$ cat src/rtl/fft_pkg.sv
// Shared constants, sequencer state encoding and the twiddle address rule for the
// FFT twiddle sequencer slice.
package fft_pkg;

  localparam int LOG2N   = 6;
  localparam int ADDR_W  = LOG2N - 1;
  localparam int DATA_W  = 16;
  localparam int STAGE_W = $clog2(LOG2N);
  localparam int NBFLY   = 1 << ADDR_W;
  localparam int FIFO_W  = 2 * DATA_W + STAGE_W + ADDR_W;

  typedef enum logic [1:0] {
    IDLE,
    RUN,
    DRAIN,
    DONE
  } seq_state_e;

  typedef struct packed {
    logic [DATA_W-1:0]  re;
    logic [DATA_W-1:0]  im;
    logic [STAGE_W-1:0] stage;
    logic [ADDR_W-1:0]  bfly;
  } tw_word_t;

  // Stage s uses 2^s distinct twiddles spread evenly over the N/2-entry table.
  function automatic logic [ADDR_W-1:0] tw_addr(input logic [STAGE_W-1:0] stage,
                                                input logic [ADDR_W-1:0]  bfly);
    logic [ADDR_W-1:0] mask;
    mask = ADDR_W'((1 << stage) - 1);
    return (bfly & mask) << (ADDR_W - int'(stage));
  endfunction

endpackage

$ cat src/rtl/fft_tw_skid_fifo.sv
// Two-entry FIFO that absorbs the ROM read latency between the sequencer and the
// butterfly stream; push and pop may coincide at any occupancy.
module fft_tw_skid_fifo
  import fft_pkg::*;
#(
  parameter int W = FIFO_W
) (
  input  logic         clk,
  input  logic         rst_n,
  input  logic         flush,
  input  logic         push,
  input  logic         pop,
  input  logic [W-1:0] din,
  output logic [W-1:0] dout,
  output logic [1:0]   count
);

  logic [W-1:0] mem [2];
  logic         wr_ptr;
  logic         rd_ptr;

  // NOTE: sequential state uses non-blocking assignments so every register samples
  // pre-edge values regardless of statement order.
  always_ff @(posedge clk or negedge rst_n) begin
    if (!rst_n) begin
      // NOTE: the storage is reset because the empty FIFO's head drives the
      // twiddle outputs, which must read zero out of reset.
      mem[0] <= '0;
      mem[1] <= '0;
      wr_ptr <= 1'b0;
      rd_ptr <= 1'b0;
      count  <= 2'd0;
    end else if (flush) begin
      wr_ptr <= 1'b0;
      rd_ptr <= 1'b0;
      count  <= 2'd0;
    end else begin
      if (push) begin
        mem[wr_ptr] <= din;
        wr_ptr      <= ~wr_ptr;
      end
      if (pop) begin
        rd_ptr <= ~rd_ptr;
      end
      count <= count + 2'(push) - 2'(pop);
    end
  end

  assign dout = mem[rd_ptr];

endmodule

$ cat src/rtl/fft_twiddle_sequencer.sv
// FFT twiddle ROM read sequencer: walks every radix-2 DIT stage, reads one twiddle per
// butterfly and streams it with stage/butterfly tags. Define TWIDDLE_CONJ_EN to negate
// the imaginary part (saturating) on runs started with inverse=1.
module fft_twiddle_sequencer
  import fft_pkg::*;
(
  input  logic              clk,
  input  logic              rst_n,
  input  logic              start,
  input  logic              abort,
  input  logic              inverse,
  output logic [ADDR_W-1:0] rom_addr,
  input  logic [DATA_W-1:0] rom_re,
  input  logic [DATA_W-1:0] rom_im,
  output logic              tw_valid,
  input  logic              tw_ready,
  output logic [DATA_W-1:0] tw_re,
  output logic [DATA_W-1:0] tw_im,
  output logic [2:0]        tw_stage,
  output logic [ADDR_W-1:0] tw_bfly,
  output logic              busy,
  output logic              done
);

  seq_state_e         state_q, state_d;
  logic [STAGE_W-1:0] stage_q;
  logic [ADDR_W-1:0]  bfly_q;
  logic [ADDR_W-1:0]  addr_q;
  logic [ADDR_W-1:0]  issue_addr;
  logic               in_flight_q;
  logic [STAGE_W-1:0] if_stage_q;
  logic [ADDR_W-1:0]  if_bfly_q;
  logic [1:0]         fifo_count;
  logic [2:0]         occ_after;
  logic [DATA_W-1:0]  im_adj;
  tw_word_t           push_word, head_word;
  logic               start_ok, flush, pop, credit_ok, issue, last_issue;

  assign start_ok   = (state_q == IDLE) && start && !abort;
  assign flush      = (state_q != IDLE) && abort;
  assign pop        = tw_valid && tw_ready;
  // FIFO occupancy once this cycle's pop and pending ROM word settle; a read issued
  // now arrives on top of that, so at most one slot may already be spoken for.
  assign occ_after  = 3'(fifo_count) + 3'(in_flight_q) - 3'(pop);
  assign credit_ok  = (occ_after <= 3'd1);
  assign issue      = (state_q == RUN) && !abort && credit_ok;
  assign last_issue = issue && (stage_q == STAGE_W'(LOG2N - 1)) &&
                      (bfly_q == ADDR_W'(NBFLY - 1));

  always_comb begin
    // NOTE: the default comes first so every path assigns state_d and no latch forms.
    state_d = state_q;
    unique case (state_q)
      IDLE:    if (start_ok) state_d = RUN;
      RUN:     if (last_issue) state_d = DRAIN;
      DRAIN:   if (!in_flight_q && (fifo_count == 2'(pop))) state_d = DONE;
      DONE:    state_d = IDLE;
      default: state_d = IDLE;
    endcase
    if (flush) state_d = IDLE;
  end

  always_ff @(posedge clk or negedge rst_n) begin
    if (!rst_n) state_q <= IDLE;
    else        state_q <= state_d;
  end

  assign issue_addr = tw_addr(stage_q, bfly_q);
  assign rom_addr   = issue ? issue_addr : addr_q;

  always_ff @(posedge clk or negedge rst_n) begin
    if (!rst_n) begin
      stage_q     <= '0;
      bfly_q      <= '0;
      addr_q      <= '0;
      in_flight_q <= 1'b0;
      if_stage_q  <= '0;
      if_bfly_q   <= '0;
    end else begin
      if (start_ok) begin
        stage_q <= '0;
        bfly_q  <= '0;
      end else if (issue) begin
        bfly_q <= bfly_q + 1'b1;
        if (bfly_q == ADDR_W'(NBFLY - 1)) begin
          stage_q <= last_issue ? '0 : stage_q + 1'b1;
        end
        addr_q     <= issue_addr;
        if_stage_q <= stage_q;
        if_bfly_q  <= bfly_q;
      end
      // issue is already low during an abort, so this also clears the flag on flush.
      in_flight_q <= issue;
    end
  end

`ifdef TWIDDLE_CONJ_EN
  logic inv_q;

  always_ff @(posedge clk or negedge rst_n) begin
    if (!rst_n)        inv_q <= 1'b0;
    else if (start_ok) inv_q <= inverse;
  end

  // Negating the most negative value would overflow, so it saturates to the maximum.
  always_comb begin
    im_adj = rom_im;
    if (inv_q) begin
      im_adj = (rom_im == {1'b1, {(DATA_W-1){1'b0}}}) ? {1'b0, {(DATA_W-1){1'b1}}}
                                                       : -rom_im;
    end
  end
`else
  logic unused_inverse;
  assign unused_inverse = inverse;
  assign im_adj         = rom_im;
`endif

  assign push_word = {rom_re, im_adj, if_stage_q, if_bfly_q};

  fft_tw_skid_fifo #(
    .W(FIFO_W)
  ) u_fifo (
    .clk   (clk),
    .rst_n (rst_n),
    .flush (flush),
    .push  (in_flight_q),
    .pop   (pop),
    .din   (push_word),
    .dout  (head_word),
    .count (fifo_count)
  );

  assign tw_valid = (fifo_count != 2'd0);
  assign tw_re    = head_word.re;
  assign tw_im    = head_word.im;
  assign tw_stage = head_word.stage;
  assign tw_bfly  = head_word.bfly;
  assign busy     = (state_q == RUN) || (state_q == DRAIN);
  assign done     = (state_q == DONE) && !abort;

endmodule

$ cat config.mk
export PLATFORM = sky130hd
export DESIGN_NAME = fft_twiddle_sequencer
export DESIGN_NICKNAME = d
export VERILOG_FILES = /design/src/rtl/fft_pkg.sv /design/src/rtl/fft_tw_skid_fifo.sv /design/src/rtl/fft_twiddle_sequencer.sv
export SDC_FILE = /design/constraint.sdc
export NUM_CORES = 1
export LEC_CHECK = 0
export CORE_MARGIN = 2
export CORE_UTILIZATION = 48
export CTS_CLUSTER_DIAMETER = 200
export DETAILED_ROUTE_END_ITERATION = 10
export PLACE_DENSITY = 0.86
export SLEW_MARGIN = 20
export SYNTH_ARGS = -nofsm -noshare
export SYNTH_HDL_FRONTEND = slang
export SYNTH_SLANG_ARGS = --single-unit
$ cat constraint.sdc
create_clock -name clk -period 3.53 [get_ports clk]
set_clock_uncertainty 0.05 [all_clocks]
set_input_delay 0.706 -clock clk [delete_from_list [all_inputs] [get_ports clk]]
set_output_delay 0.706 -clock clk [all_outputs]
set_load 0.05 [all_outputs]
== Yosys cells after proc, flatten, opt, wreduce, memory -nomap -nowiden ==
Index checks and enable logic that the tools add are counted.

* Bits in registers: 108
* Input bits: 38

* $add $sub $neg: 8
* $lt $le $gt $ge: 4
* Equality and inequality tests: 9
* Shift operators: 2
* Muxes and demuxes: 23
* Bitwise gates (word level): 7
* Reduce and logical (&&, ||, !) cells: 25

{| class="wikitable"
|+ Operator list
! operator !! count
|-
| two-way mux 40 bit || 4
|-
| bitwise mux 80 bit || 1
|-
| demux 40 bit (select 1 bit) || 1
|-
| left shift 5 x 32 -> 5 bit || 1
|-
| two-way mux 5 bit || 3
|-
| two-way mux 3 bit || 4
|-
| nonzero test 2 bit || 6
|-
| logical AND 1 bit || 11
|-
| two-way mux 2 bit || 5
|-
| inequality test 3 bit, second input constant || 3
|-
| one-hot mux 2 bit (4 select lines) || 1
|-
| AND reduction 2 bit || 3
|-
| adder 5 x 1 -> 5 bit, second input constant || 1
|-
| bitwise AND 5 bit || 1
|-
| == test 5 bit, second input constant || 1
|-
| left shift 1 x 3 -> 5 bit, first input constant || 1
|-
| subtractor 5 x 2 -> 5 bit, second input constant || 1
|-
| == test 2 bit, second input constant || 2
|-
| >= comparator 2 bit, second input constant || 2
|-
| two-way mux 1 bit || 4
|-
| NOT 1 bit || 4
|-
| NOT 1 -> 2 bit || 2
|-
| subtractor 3 x 3 -> 4 bit, first input constant || 1
|-
| adder 2 x 1 -> 3 bit || 1
|-
| 13 further kinds || 14
|}

== Logic depth before layout (Yosys ltp) ==
* Depth in word-level cells: 11
* Depth in mapped cells: 14
* Mapped depth without buffers: 13

== Hierarchy ==
Synthesis repeated with hierarchy kept, for this count alone.

* Cell total of the unflattened synthesis: 396
* Area total of the unflattened synthesis: 5233.8 um^2

{| class="wikitable"
|+ Modules (own cells, without submodules)
! module !! instances !! cells an instance !! area an instance (um^2)
|-
| fft_tw_skid_fifo || 1 || 230 || 3681.0
|-
| fft_twiddle_sequencer || 1 || 166 || 1552.7
|}

== Worst setup path before layout ==
No wires, ideal clock.

* Path kind: register -> output
* Start: register u_fifo.count[1]
* End: output port rom_addr[0]
* Data arrival time: 3.849 ns
* Data required time: 2.774 ns
* Setup slack: -1.075 ns
* Cell stages (with the launch flop): 12
* Buffers on the path: 0
* Cell sequence: dfrtp_1 > or2_2 > and2_1 > ha_1 > inv_1 > ha_1 > inv_1 > fa_1 > and3b_2 > nand2_4 > or3_4 > o21ai_0

* Cells in the longest elaborated chain, start to end: 6
* Elaborated cells between the ends (all ways): 7

{| class="wikitable"
|+ RTL lines
! what !! RTL line !! RTL
|-
| start: declaration || fft_tw_skid_fifo.sv:15 || <nowiki>output logic [1:0] count</nowiki>
|-
| start signal: assignment || fft_tw_skid_fifo.sv:45 || <nowiki>count <= count + 2'(push) - 2'(pop);</nowiki>
|-
| nonzero test 2 bit || fft_twiddle_sequencer.sv:134 || <nowiki>assign tw_valid = (fifo_count != 2'd0);</nowiki>
|-
| named net tw_valid || fft_twiddle_sequencer.sv:15 || <nowiki>output logic tw_valid,</nowiki>
|-
| logical AND 1 bit || fft_twiddle_sequencer.sv:41 || <nowiki>assign pop = tw_valid && tw_ready;</nowiki>
|-
| subtractor 3 x 1 -> 3 bit || fft_twiddle_sequencer.sv:44 || <nowiki>assign occ_after = 3'(fifo_count) + 3'(in_flight_q) - 3'(pop);</nowiki>
|-
| less-or-equal comparator 3 x 1 -> 1 bit || fft_twiddle_sequencer.sv:45 || <nowiki>assign credit_ok = (occ_after <= 3'd1);</nowiki>
|-
| logical AND 1 bit || fft_twiddle_sequencer.sv:46 || <nowiki>assign issue = (state_q == RUN) && !abort && credit_ok;</nowiki>
|-
| two-way mux 5 bit || n/a ||
|-
| end: declaration || fft_twiddle_sequencer.sv:12 || <nowiki>output logic [ADDR_W-1:0] rom_addr,</nowiki>
|}

The timed path passes the listed nets, and every way through them passes these cells.

== Worst setup path in the final report ==
* Start: register u_fifo.count[1]
* End: output port rom_addr[3]

* Cells in the longest elaborated chain, start to end: 6
* Elaborated cells between the ends (all ways): 7

{| class="wikitable"
|+ RTL lines
! what !! RTL line
|-
| branches (longest 2 deep; another with adder 2 x 1 -> 3 bit) || n/a
|-
| subtractor 3 x 1 -> 3 bit (*) || fft_twiddle_sequencer.sv:44
|-
| less-or-equal comparator 3 x 1 -> 1 bit (*) || fft_twiddle_sequencer.sv:45
|-
| logical AND 1 bit (*) || fft_twiddle_sequencer.sv:46
|-
| two-way mux 5 bit (*) || n/a
|}

Every way passes the cells marked *.

==> results.cfg <==
[status]
outcome = finished, violations left
failed_checks = setup timing

[synth]
number_of_instances_in_the_synthesized_netlist = 401
yosysWarningCount = 0
muxShareOfSynthArea = 0.2624
synth-seq-area-share = 0.5210
async_reset_ff_frac = 1.000
xor_xnor_share_of_the_synthesized_area = 0.01495
synth_compound_gate_area_share = 0.04510
number_of_unique_standard_cell_types_used_by_synthesis = 57
syn-mean-instance-area_sq_um = 12.94
ys.flop_type = sky130_fd_sc_hd__dfrtp_1
synth-seq-cells = 108
syn_area_sq_um = 5187
synth-edff-count = 0
synthesized_netlist_net_count = 456
synthSimpleGateAreaFrac = 0.08683
synth_top_family_by_area = multiplexers
post_synth_fa_ha_maj_area_fraction = 0.04245

[clock_network]
clockRootBuffer = sky130_fd_sc_hd__clkbuf_8
cts_inserted_buffers = 9
clk_path_buf_depth = 2
clkLatencyLatePin_ps = 360
clock_sink_count = 108
cts_tree = done
worst_setup_hold_path_clk_slew_ps = 90
htreeDepth = 3

[floorplan]
core_area_sq_um = 10420
die-height_um = 108.0
die_area_sq_um = 11650
rows = 37
initial_utilization = 0.4980
ios = 86
die_w_um = 108.0

[setup_path]
worstReg2RegStart = u_fifo.count[1]$_DFF_PN0_
cp_capture_type = output port
worst-setup-path-type = flip-flop to output port
critical_path.max_fanout = 5
setup.worst_path.start_class = flip-flop
crit_path_required_time_ps = 2770
worstSetupStartpoint = u_fifo.count[1]$_DFF_PN0_
worst-endpoint-arrival_ps = 3220

[timing]
slew_headroom = 0.4845
post_route_worst_setup_slack_ps = -445.0
min_tclk_post_route_ps = 3975
maxSlewViolCount = 0
setup_viol_count_final = 5
timing_worst_slew_pin_value_ps = 773.3
setup_total_negative_slack_ps = -1865
timing.final.hold_violations = 0
fmax_mhz = 251.6
unrepaired_setup_endpoints_after_global_routing = true
portion_of_the_clock_cycle_consumed_by_the_worst_path_in_the_final_layout = 1.126

[global_routing]
grt_max_degree = 62
grt_antenna_before_repair = 0
grt_remaining_overflow = 0
number_of_global_route_vias_before_repair = 3684
grt_pass1_wl_um = 17730
groute.usage.overall = 0.1928

[routing]
wire_per_inst_um = 16.46
route.antenna.remaining_nets = 0
postRouteWirelength_um = 10630
drt_first_iter_violations = 103
drc_errors = 0
pre_repair_dr_iteration_count = 4
via_per_inst = 5.300
dr_total_vias = 3424

[placed_design]
placed_cells = 621
count_of_buffers_inserted_at_the_top_level_ports = 84
dp_hpwl_um = 7360
gp_congestion = 0.8105

[hold_path]
hp-class = primary input to asynchronous set/reset pin

[final_layout]
area_growth_pct = 29.57
nFillCells = 818
finish.net_count = 561
final_cell_count_no_fill = 646
antennaDiodeCount = 0
post_route_cells_drive_above_1_share = 0.3745

[power_and_ir_drop]
ir_drop_mv = 0.6301
static-leakage-power_nw = 3.070
power_density_nw_per_um2 = 800.5

[flow_run]
cap_violations = 0
kinds of logic (layout without fill, tap and decap cells):
group / after synthesis / count (layout)
xor gates and xnor gates: 8 / 8
muxes: 121 / 121
and+or+nand+nor: 85 / 85
AOI/OAI and AO/OA: 33 / 33
buffers and inverters: 29 / 138
adders and majority gates: 17 / 17
DFF: 108 / 108
what timing repair did:
action	in CTS	in global routing
hold buffers	0	0
endpoints found under the hold margin	0	0
resized for setup	10	1
pin swaps	9	3
setup endpoints to repair	5	5
buffers inserted	7	3
where the power goes:
part	total (W)	internal, W	leakage [nW]	switching [W]
registers	0.00179	0.00160	1.42	0.000195
clock network	0.000735	0.000327	0.0850	0.000408
logic	0.00285	0.00125	1.56	0.00160
total	0.00538	0.00318	3.07	0.00220
per-layer routing:
layer | part of all wire | global-route usage | vias to the layer above | routed length, um
met1 | 0.42 | 0.2395 | 1734 | 4420
met3 | 0.040 | 0.03858 | 10 | 422
met5 | 0 | 0 | - | 0
met2 | 0.53 | 0.3414 | 68 | 5656
met4 | 0.012 | 0.05586 | 0 | 132
li1 | - | - | 1612 | -
cell usage after synthesis, types with 2 or more instances:
cell type / instances / area share
sky130_fd_sc_hd__a21o_2: 2 / 0.0034
sky130_fd_sc_hd__o21ai_1: 2 / 0.0019
sky130_fd_sc_hd__xor2_1: 2 / 0.0034
sky130_fd_sc_hd__nand2b_1: 2 / 0.0024
sky130_fd_sc_hd__nor3_1: 2 / 0.0019
sky130_fd_sc_hd__nor3b_1: 3 / 0.0043
sky130_fd_sc_hd__nand3b_1: 3 / 0.0043
sky130_fd_sc_hd__a211oi_1: 2 / 0.0029
sky130_fd_sc_hd__nand4_1: 3 / 0.0036
sky130_fd_sc_hd__nand2_1: 37 / 0.027
sky130_fd_sc_hd__clkbuf_1: 4 / 0.0029
sky130_fd_sc_hd__dfrtp_1: 108 / 0.52
sky130_fd_sc_hd__nor2b_1: 6 / 0.0072
sky130_fd_sc_hd__o21ai_0: 6 / 0.0058
sky130_fd_sc_hd__xnor2_1: 5 / 0.0084
sky130_fd_sc_hd__o31ai_1: 2 / 0.0029
sky130_fd_sc_hd__mux2_2: 114 / 0.25
sky130_fd_sc_hd__buf_1: 2 / 0.0014
sky130_fd_sc_hd__inv_1: 10 / 0.0072
sky130_fd_sc_hd__ha_1: 16 / 0.039
sky130_fd_sc_hd__buf_2: 10 / 0.0096
sky130_fd_sc_hd__a21oi_1: 6 / 0.0058
sky130_fd_sc_hd__a22o_1: 3 / 0.0051
sky130_fd_sc_hd__nor2_1: 12 / 0.0087
sky130_fd_sc_hd__clkbuf_8: 2 / 0.0053
sky130_fd_sc_hd__mux2_1: 6 / 0.013
critical path, stage by stage (launching register included):
cell	delay [ps]
sky130_fd_sc_hd__dfrtp_1	390
sky130_fd_sc_hd__or2_4	250
sky130_fd_sc_hd__and2_4	170
sky130_fd_sc_hd__ha_4	220
sky130_fd_sc_hd__inv_4	60
sky130_fd_sc_hd__ha_4	110
sky130_fd_sc_hd__inv_2	30
sky130_fd_sc_hd__fa_1	490
sky130_fd_sc_hd__and3b_2	220
sky130_fd_sc_hd__nand2_4	60
sky130_fd_sc_hd__or3_4	380
sky130_fd_sc_hd__a221oi_4	230
sky130_fd_sc_hd__a21o_4	140
sky130_fd_sc_hd__buf_12	130
placed cells by master (no fill, tap or decap), types with 5 or more instances in the layout:
cell type                           n
sky130_fd_sc_hd__nor2b_1            6
sky130_fd_sc_hd__buf_4             24
sky130_fd_sc_hd__clkbuf_8           9
sky130_fd_sc_hd__nand2_1           36
sky130_fd_sc_hd__mux2_2           114
sky130_fd_sc_hd__inv_1              7
sky130_fd_sc_hd__xnor2_1            5
sky130_fd_sc_hd__mux2_1             6
sky130_fd_sc_hd__a21oi_1            6
sky130_fd_sc_hd__buf_12             9
sky130_fd_sc_hd__o21ai_0            5
sky130_fd_sc_hd__clkdlybuf4s50_1   77
sky130_fd_sc_hd__dfrtp_1          107
sky130_fd_sc_hd__ha_1              14
sky130_fd_sc_hd__nor2_1            12
state kept, by name, indices dropped and copies added (netlist names), 2 cells and up:
| signal | count |
|---|---|
| stage_q | 3 |
| u_fifo.count | 2 |
| u_fifo.mem | 80 |
| if_bfly_q | 5 |
| if_stage_q | 3 |
| state_q | 2 |
| bfly_q | 5 |
| addr_q | 5 |
cell type report:
type,count,area (sq um),share of cell area
timing repair buffer,112,1151,0.1713
multi-input combinational,264,2464,0.3665
tap,136,170.2,0.02532
inverter,11,43.79,0.006515
clock buffer,10,127.6,0.01899
clock inverter,5,61.31,0.009121
sequential,108,2704,0.4023
worst paths after layout:
kind                                             end  slack (ps)  cells after the start
setup reg to reg              state_q[0]$_DFFE_PN0P_         470                     13
hold reg to reg            u_fifo.mem[2]$_DFFE_PN0P_         440                      1
min in group clk           u_fifo.mem[2]$_DFFE_PN0P_         440                      1
setup / recovery                         rom_addr[3]        -440                     13
max in group asynchronous      bfly_q[4]$_DFFE_PN0P_        2360                      2
hold / removal                state_q[0]$_DFFE_PN0P_         360                      1
per-stage QoR:
stage	power, W	utilization	hold WS (ps)	cell area [sq um]	setup slack, ps
final	0.005381	0.6453	356.6	6721	-445.0
after global routing	0.005658	0.6453	404.8	6721	-578.7
after CTS	0.005411	0.6425	381.0	6693	-441.0
after detailed placement	0.004592	0.6150	418.5	6406	-729.0
after global placement	0.004500	0.6150	413.2	6406	-645.9
after floorplan	0.003722	-	360.4	5255	-243.6
Power figures use the tool's default switching activity.
